`config.mk`:
```
export PLATFORM = sky130hd
export DESIGN_NAME = addsub_share_ctrl
export DESIGN_NICKNAME = d
export VERILOG_FILES = /design/src/rtl/addsub_share_ctrl.sv
export SDC_FILE = /design/constraint.sdc
export NUM_CORES = 1
export LEC_CHECK = 0
export ABC_AREA = 0
export CAP_MARGIN = 20
export CORE_ASPECT_RATIO = 0.75
export CORE_UTILIZATION = 50
export CTS_BUF_LIST = sky130_fd_sc_hd__clkbuf_2
export DETAILED_ROUTE_END_ITERATION = 12
export DONT_BUFFER_PORTS = 1
export GPL_TIMING_DRIVEN = 0
export PLACE_DENSITY = 0.62
export SLEW_MARGIN = 20
export SYNTH_ARGS = -nofsm -noshare
export SYNTH_HDL_FRONTEND = slang
export SYNTH_SLANG_ARGS = --single-unit
```
`constraint.sdc`:
```
create_clock -name clk -period 2.9 [get_ports clk]
set_input_delay 0.58 -clock clk [delete_from_list [all_inputs] [get_ports clk]]
set_output_delay 0.58 -clock clk [all_outputs]
set_load 0.005 [all_outputs]
```
`src/rtl/addsub_share_ctrl.sv`:
```
// addsub_share_ctrl: lets two requester channels share one combinational
// 8-bit add/sub unit. Each accepted request is driven onto alu_* and held for
// SETTLE_CYCLES clocks while the ripple chain settles. The result is then
// returned on a single tagged response port.
module addsub_share_ctrl #(
  parameter int SETTLE_CYCLES = 1,   // legal 1..15
  parameter bit FAIR          = 1'b1 // 1: round-robin, 0: ch0 always wins
) (
  input  logic       clk,
  input  logic       rst_n,
  input  logic       req0_valid,
  output logic       req0_ready,
  input  logic [7:0] req0_a,
  input  logic [7:0] req0_b,
  input  logic       req0_sub,
  input  logic       req1_valid,
  output logic       req1_ready,
  input  logic [7:0] req1_a,
  input  logic [7:0] req1_b,
  input  logic       req1_sub,
  output logic       rsp_valid,
  input  logic       rsp_ready,
  output logic       rsp_ch,
  output logic [7:0] rsp_data,
  output logic       rsp_zero,
  output logic       busy,
  output logic [7:0] alu_a,
  output logic [7:0] alu_b,
  output logic       alu_ctrl,
  input  logic [7:0] alu_p
);

  typedef enum logic [1:0] {IDLE = 2'd0, SETTLE = 2'd1, RESP = 2'd2} state_t;

  typedef struct packed {
    logic [7:0] a;
    logic [7:0] b;
    logic       sub;
  } req_t;

  localparam logic [3:0] CNT_INIT = 4'(SETTLE_CYCLES - 1);

  state_t     state;
  logic [3:0] cnt;
  logic       last_gnt;  // channel granted by the last completed op
  logic       win;
  req_t       req0, req1, sel;

  assign req0 = '{a: req0_a, b: req0_b, sub: req0_sub};
  assign req1 = '{a: req1_a, b: req1_b, sub: req1_sub};

  // Arbiter: a lone requester wins; on contention it is round-robin or ch0 wins.
  always_comb begin
    win = req1_valid;
    if (req0_valid && req1_valid) win = FAIR ? ~last_gnt : 1'b0;
  end

  assign sel = win ? req1 : req0;

  // Readies are only offered in IDLE, and never while reset is held.
  assign req0_ready = rst_n && (state == IDLE) && req0_valid && !win;
  assign req1_ready = rst_n && (state == IDLE) && req1_valid &&  win;
  assign busy       = (state != IDLE);

  // Control FSM: accept -> hold operands for the settle time -> present result.
  always_ff @(posedge clk or negedge rst_n) begin
    if (!rst_n) begin
      state     <= IDLE;
      cnt       <= '0;
      last_gnt  <= 1'b1;   // so ch0 wins the first contention
      rsp_valid <= 1'b0;
      rsp_ch    <= 1'b0;
      rsp_data  <= '0;
      rsp_zero  <= 1'b0;
      alu_a     <= '0;
      alu_b     <= '0;
      alu_ctrl  <= 1'b0;
    end else begin
      case (state)
        IDLE: begin
          if (req0_ready || req1_ready) begin
            rsp_ch <= win;
            // The unit subtracts as b-a, so swap operands for A-B.
            alu_a    <= sel.sub ? sel.b : sel.a;
            alu_b    <= sel.sub ? sel.a : sel.b;
            alu_ctrl <= sel.sub;
            cnt      <= CNT_INIT;
            state    <= SETTLE;
          end
        end
        SETTLE: begin
          if (cnt == 4'd0) begin
            rsp_data  <= alu_p;
            rsp_zero  <= (alu_p == 8'h00);
            rsp_valid <= 1'b1;
            state     <= RESP;
          end else begin
            cnt <= cnt - 4'd1;
          end
        end
        RESP: begin
          if (rsp_ready) begin
            rsp_valid <= 1'b0;
            last_gnt  <= rsp_ch;
            state     <= IDLE;
          end
        end
        default: state <= IDLE;
      endcase
    end
  end

endmodule

```
==> metrics.log, run 1 <==
[metrics] pin count of the biggest net entering global routing: 36
[metrics] fraction of layout instances using a drive strength above 1: 28.8%
[metrics] startpoint types: register
[metrics] post-detailed-placement half-perimeter wirelength: 3.28 mm
[metrics] Slew Limit Fails: 0
[metrics] fill cell instance count of the final layout: 321
[metrics] count of instances resized after the clock tree is built: 0
[metrics] netlist area before placement: 2040 µm²
[metrics] effective utilization at floorplan: 53.9%
[metrics] total gr overflow: 0
[metrics] gate count of the mapped netlist: 160
[metrics] via density per instance: 5.75
[metrics] root cell of the clock tree: clkbuf_2
[metrics] leading cell types in the layout, fill and taps excluded: mux2i_1, dfrtp_1, mux2_2
[metrics] horizontal die dimension: 75.7 µm
[metrics] number of buffers created by CTS: 5
[metrics] CP required: 2.32 ns
[metrics] Power Density: 876 nW/µm²
[metrics] final standard cell count with taps included and fillers excluded: 222
[metrics] internal power summed over all cells: 0.00122 W
[metrics] part of the cycle the worst path needs: 73.8%
[metrics] Least-Margin Pin Slew: 0.467 ns
[metrics] via count: 1,276
[metrics] first-iteration detailed-routing DRC count: 38
[metrics] leakage: 1.02 nW
[metrics] Die Area: 4340 µm²
[metrics] TritonCTS sink count: 35
[metrics] highest clock rate: 468 MHz
[metrics] critical path fanouts, max: 10
[metrics] length of routed wiring on met1: 1.81 mm
[metrics] die outline height: 57.3 µm
[metrics] number of enable flip-flop cells after synthesis: 0
[metrics] Clock power frac: 11.5%
[metrics] relative area change from synthesis to final layout: 6.63%
[metrics] TritonCTS clock tree: built
[metrics] Setup-failing EPs final: 0
[metrics] via count of the first global-routing pass: 1,467
[metrics] number of storage elements in the synthesis netlist: 35
[metrics] register clock-pin slew on the reported worst setup and hold paths: 0.17 ns
[metrics] worst relative slew slack: 68.8%
[metrics] Async S/R FF share, synth: 100%
[metrics] GRT Overall Usage: 22.2%
[metrics] classification of the worst-slack hold path: primary input to register
[metrics] global-route wire length before repair: 6.86 mm
[metrics] amount of wire on met2 after detailed routing: 2.06 mm
[metrics] worst hold slack: 0.301 ns
[metrics] Antenna diodes: 0
[metrics] Placeable Area: 3780 µm²
[metrics] max-cap check violation count: 0
[metrics] top_reg_cell synth: dfrtp_1
[metrics] H-tree depth: 2
[metrics] net switching power: 0.000687 W
[metrics] time the final worst path needs with I/O delays and setup: 2.14 ns
[metrics] top cell family by delay on the critical path: buffers and inverters
[metrics] mean area per synthesized cell: 12.7 µm²
[metrics] largest vdd supply drop: 0.518 mV
[metrics] setup skew after layout: 0.0101 ns
[metrics] WP buf/inv: 2
[metrics] relative contribution of sequential cells to total power: 49.7%
[metrics] RSZ-0062 raised after global routing: no
[metrics] WL met3: 470 µm
[metrics] cells along the critical path: a21boi_1 > buf_4 > buf_6 > and2_1
[metrics] Final Hold Fails: 0
[metrics] final weighted congestion in routability-driven placement: 0.792
[metrics] number of optimization iterations in the first detailed-route pass: 4
[metrics] share of total power consumed by net switching: 36.1%
[metrics] number of cells after detailed placement: 212
[metrics] total wirelength of the detailed-routed design: 4.42 mm
[metrics] category of the most critical setup path: register to output port
[metrics] initial antenna violation count: 0
[metrics] top layer reached by signal wires: met4
[metrics] # nets final: 218
[metrics] count of port buffers added during placement: 0
[metrics] syn nets: 209
[metrics] number of standard-cell rows in the floorplan: 19
[metrics] most common cell after layout, fill and taps aside: mux2i_1
[metrics] aggregate negative setup slack: 0 ns
[metrics] IO Pins: 78
[metrics] final design utilization: 57.5%
[metrics] outcome: finished, final reports clean
[metrics] largest stage delay on the critical path: 0.41 ns
[metrics] Worst-Skew Late Latency: 0.38 ns
[metrics] number of distinct standard cells referenced by the synthesized netlist: 36
[metrics] final routed wire length divided by cell count: 19.9 µm
[metrics] combinational group share of total power: 38.8%
[metrics] CTS max path bufs: 2
[metrics] data arrival time of the critical path: 1.56 ns
[metrics] YS warnings: 0
[metrics] DRC: 0
[metrics] DRT antenna net count: 0
[metrics] sequential fraction of the synthesis area: 43.0%
[metrics] slowest CP cell: dfstp_2
[metrics] type of destination of the critical path: output port
-- power groups by stage --
| stage | clock network (W) | logic [W] | registers [W] |
|---|---|---|---|
| floorplan | 0 | 0.000625 | 0.000892 |
| global placement | 0 | 0.000697 | 0.000947 |
| detailed placement | 0 | 0.000737 | 0.000955 |
| CTS | 0.000227 | 0.000750 | 0.000950 |
| global route | 0.000248 | 0.000813 | 0.000978 |
| finish | 0.000220 | 0.000739 | 0.000946 |
-- stage by stage --
step                instance area (µm²)  total power, W  worst slack, ns
global route                       2170         0.00204            0.647
global placement                   2100         0.00164            0.947
floorplan                          2040         0.00152             1.09
CTS                                2170         0.00193            0.719
detailed placement                 2100         0.00169            0.947
finish                             2170         0.00190            0.761
-- Yosys cell counts (2+ instances only) --
master,instances,area [µm²]
ha_1,2,25.0
dfrtp_1,34,851
buf_4,3,22.5
inv_1,3,11.3
a21oi_1,2,10.0
mux2_4,8,120
nor2_1,3,11.3
mux2_2,19,214
nand3_1,2,10.0
a22o_1,2,17.5
nand2_1,3,11.3
o21ai_0,5,25.0
nor4_1,2,12.5
buf_2,2,10.0
mux2i_1,48,480
nand2b_1,2,12.5
-- sequential cells by signal, indices dropped and copies added (netlist names) --
signal and cells:
rsp_data 8, cnt 4, alu_b 8, rsp_ch 1, alu_ctrl 1, alu_a 8, last_gnt 1, rsp_valid 1
rsp_zero 1, state 2
-- routing by layer --
| layer | track usage [%] | up-vias |
|---|---|---|
| met4 | 8.73 | 0 |
| met5 | 0 | - |
| li1 | - | 602 |
| met2 | 35.5 | 57 |
| met1 | 26.4 | 608 |
| met3 | 9.72 | 9 |
-- worst paths after layout --
| path | from | end | slack [ns] | cells after the start |
|---|---|---|---|---|
| max | last_gnt | req1_ready | 0.76 | 4 |
| min | rsp_ready | state[1] | 0.30 | 1 |
| max reg2reg | cnt[0] | rsp_data[2] | 1.03 | 5 |
| min reg2reg | rsp_data[5] | rsp_data[5] | 0.56 | 1 |
| max in group asynchronous | rst_n | last_gnt | 2.02 | 2 |
| min in group asynchronous | rst_n | alu_a[4] | 0.62 | 2 |
-- repair_timing --
action,in CTS,in global routing
hold buffers,2,0
setup buffers,0,0
hold endpoints to repair,35,0
-- area by class of cell --
cell class / instances / area [µm²] / area share [%]
clock inverter: 3 / 15.0 / 0.691
inverter: 3 / 11.3 / 0.518
buffer: 8 / 78.8 / 3.63
multi-input combinational: 114 / 1070 / 49.3
sequential: 35 / 877 / 40.4
tap: 52 / 65.1 / 2.99
clock buffer: 5 / 25.0 / 1.15
timing repair buffer: 2 / 30.0 / 1.38
-- kinds of logic (layout without fill, tap and decap cells) --
kind of cell / after synthesis / count (layout) / synth area share, %
buffers and inverters: 11 / 21 / 4.42
AO/OA/AOI/OAI: 14 / 14 / 4.54
AND/OR/NAND/NOR: 23 / 23 / 6.81
flip-flops: 35 / 35 / 43.0
adder cells (fa/ha/maj): 2 / 2 / 1.23
multiplexers: 75 / 75 / 40.0
No activity file was read; power rests on OpenSTA's default activity.
==> run 2: changes to the inputs <==
--- a/config.mk
+++ b/config.mk
@@ -5,7 +5,7 @@
 export SDC_FILE = /design/constraint.sdc
 export NUM_CORES = 1
 export LEC_CHECK = 0
-export ABC_AREA = 0
+export ABC_AREA = 1
 export CAP_MARGIN = 20
 export CORE_ASPECT_RATIO = 0.75
 export CORE_UTILIZATION = 50
==> constraint.sdc (replaced) <==
create_clock -name clk -period 2 [get_ports clk]
set_input_delay 0.4 -clock clk [delete_from_list [all_inputs] [get_ports clk]]
set_output_delay 0.4 -clock clk [all_outputs]
set_load 0.005 [all_outputs]
==> metrics.log, run 2 <==
[metrics] outcome: finished, final reports clean
[metrics] effective utilization at floorplan: 53.3% (-0.59 points)
[metrics] final weighted congestion in routability-driven placement: 0.799 (+0.87%)
[metrics] final routed wire length divided by cell count: 12.6 µm (-37%)
[metrics] setup skew after layout: 0.0163 ns (+0.00615 ns)
[metrics] number of storage elements in the synthesis netlist: 35 (unchanged)
[metrics] via density per instance: 5.00 (-13%)
[metrics] commonest cells in the synthesized netlist: nand2_1, dfrtp_1, nand3_1, inv_1
[metrics] number of standard-cell rows in the floorplan: 19 (unchanged)
[metrics] aggregate negative setup slack: 0 ns (unchanged)
[metrics] global-route wire length before repair: 7.48 mm (+9.1%)
[metrics] highest clock rate: 542 MHz
[metrics] post-detailed-placement half-perimeter wirelength: 3.32 mm (+1.3%)
[metrics] worst relative slew slack: 75.8% (+7.1 points)
[metrics] via count of the first global-routing pass: 1,630 (+11%)
[metrics] part of the cycle the worst path needs: 92.3%
[metrics] Slew Limit Fails: 0 (unchanged)
[metrics] fraction of synthesized cell area taken by the top area cell type: 42.7% (+1.0 points)
[metrics] number of optimization iterations in the first detailed-route pass: 4 (unchanged)
[metrics] Placeable Area: 3730 µm² (-1.3%)
[metrics] classification of the worst-slack hold path: primary input to register
[metrics] relative area change from synthesis to final layout: 7.48%
[metrics] time the final worst path needs with I/O delays and setup: 1.85 ns
[metrics] worst hold slack: 0.0960 ns (-0.205 ns)
[metrics] largest vdd supply drop: 0.603 mV (+16%)
[metrics] root cell of the clock tree: clkbuf_2
[metrics] Setup-failing EPs final: 0 (unchanged)
[metrics] number of buffers created by CTS: 5 (unchanged)
[metrics] number of enable flip-flop cells after synthesis: 0 (unchanged)
[metrics] DRC: 0 (unchanged)
[metrics] Synth area leader: dfrtp_1
[metrics] most common cell after layout, fill and taps aside: nand2_1
[metrics] netlist area before placement: 1990 µm² (-2.3%)
[metrics] pin count of the biggest net entering global routing: 36 (unchanged)
[metrics] sequential fraction of the synthesis area: 44.1% (+1.0 points)
[metrics] Final Hold Fails: 0 (unchanged)
[metrics] first-iteration detailed-routing DRC count: 93 (+140%)
[metrics] die outline height: 56.6 µm (-1.1%)
[metrics] data arrival time of the critical path: 1.45 ns (-0.11 ns)
[metrics] CP required: 1.60 ns (-0.72 ns)
[metrics] DRT antenna net count: 0 (unchanged)
[metrics] most instantiated library cell after synthesis: nand2_1
[metrics] Least-Margin Pin Slew: 0.359 ns (-0.108 ns)
[metrics] top_reg_cell synth: dfrtp_1
[metrics] Die Area: 4240 µm² (-2.3%)
[metrics] via count: 1,729 (+36%)
[metrics] horizontal die dimension: 74.9 µm (-1.1%)
[metrics] category of the most critical setup path: register to output port
[metrics] number of cells after detailed placement: 337 (+59%)
[metrics] Worst-Skew Late Latency: 0.37 ns (about the same)
[metrics] register clock-pin slew on the reported worst setup and hold paths: 0.18 ns (about the same)
[metrics] synth top area cells: dfrtp_1, nand2_1, nand3_1
[metrics] count of port buffers added during placement: 0 (unchanged)
[metrics] mean area per synthesized cell: 6.98 µm² (-45%)
[metrics] area of all placed cells without fillers: 2140 µm² (-1.6%)
[metrics] TritonCTS sink count: 35 (unchanged)
[metrics] leakage: 1.23 nW (+22%)
[metrics] initial antenna violation count: 0 (unchanged)
[metrics] CTS max path bufs: 2 (unchanged)
[metrics] max-cap check violation count: 0 (unchanged)
[metrics] RSZ-0062 raised after global routing: no
[metrics] syn nets: 334 (+60%)
[metrics] TritonCTS clock tree: built
[metrics] gate count of the mapped netlist: 285 (+78%)
[metrics] Antenna diodes: 0 (unchanged)
[metrics] GRT Overall Usage: 23.7% (+1.5 points)
[metrics] YS warnings: 0 (unchanged)
[metrics] total wirelength of the detailed-routed design: 4.36 mm (-1.4%)
[metrics] IO Pins: 78 (unchanged)
[metrics] leading registers by flop count: alu_a (8), alu_b (8), rsp_data (8)
[metrics] fraction of layout instances using a drive strength above 1: 9.52% (-19 points)
[metrics] startpoint types: register
[metrics] Total Power: 0.00257 W (+35%)
[metrics] count of instances resized after the clock tree is built: 0 (unchanged)
[metrics] number of distinct standard cells referenced by the synthesized netlist: 23 (-36%)
[metrics] type of destination of the critical path: output port
[metrics] total gr overflow: 0 (unchanged)
[metrics] setup bufs post-CTS: 0 (unchanged)
[metrics] Post-DP Area: 2060 µm² (-2.3%)
[metrics] Power Density: 1200 nW/µm² (+37%)
[metrics] leading cell types in the layout, fill and taps excluded: nand2_1, dfrtp_1, nand3_1
[metrics] final standard cell count with taps included and fillers excluded: 346 (+56%)
[metrics] H-tree depth: 2 (unchanged)
[metrics] Async S/R FF share, synth: 100% (unchanged)
[metrics] critical path fanouts, max: 19 (+9)
[metrics] # nets final: 342 (+57%)
## run 2: power by group
| part | internal, W | leakage (nW) | switching (W) |
|---|---|---|---|
| clock | 0.000223 | 0.0432 | 0.000237 |
| combinational | 0.000320 | 0.753 | 0.000560 |
| sequential | 0.00100 | 0.439 | 0.000235 |
## run 2: worst max-delay path, stage by stage, from the launching register on
cell	delay [ns]
dfstp_2	0.59
nand2_4	0.10
nand2_4	0.08
buf_6	0.18
nor2_1	0.11
## run 2: repair_timing
action                                  in CTS  in global routing
endpoints found under the setup margin       0                  1
hold buffers                                 2                  0
hold endpoints to repair                    35                  0
## run 2: path summary, 6_finish.rpt
path	startpoint	to	slack (ns)	cells after the start
max	last_gnt	req1_ready	0.15	4
max in group asynchronous	rst_n	last_gnt	1.30	2
min	rsp_ready	state[1]	0.1	1
max reg2reg	last_gnt	alu_a[0]	0.40	10
min in group asynchronous	rst_n	alu_a[3]	0.46	2
min reg2reg	last_gnt	last_gnt	0.53	2
## run 2: metrics by stage
step | setup slack [ns] | util (%)
finish | 0.154 | 57.3
global route | 0.0551 | 57.3
CTS | 0.0359 | 57.6
detailed placement | 0.480 | 55.1
global placement | 0.503 | 55.1
floorplan | 0.618 | -
## run 2: final cells by class
cell class | count | area [µm²]
repair buffers | 2 | 30.0
multi-input cells | 220 | 952
plain buffers | 10 | 76.3
inverters | 19 | 73.8
fillers | 376 | 1590
clock inverters | 1 | 30.0
clock buffers | 7 | 35.0
flip-flops and latches | 35 | 877
well taps | 52 | 65.1
## run 2: metal layers
metal	vias to the layer above	wire (µm)	global-route usage [%]
met3	6	340	7.54
met4	0	41	7.28
met5	-	0	0
met1	781	2130	33.1
li1	895	-	-
met2	47	1850	35.0
## run 2: logic make-up (layout without fill, tap and decap cells)
| logic type | count (synthesis) | count (layout) | synth area share, % |
|---|---|---|---|
| DFF | 35 | 35 | 44.1 |
| buffers and inverters | 30 | 39 | 8.11 |
| xor gates and xnor gates | 1 | 1 | 0.440 |
| AOI/OAI and AO/OA | 12 | 12 | 3.14 |
| and+or+nand+nor | 205 | 205 | 43.0 |
| adders and majority gates | 2 | 2 | 1.26 |
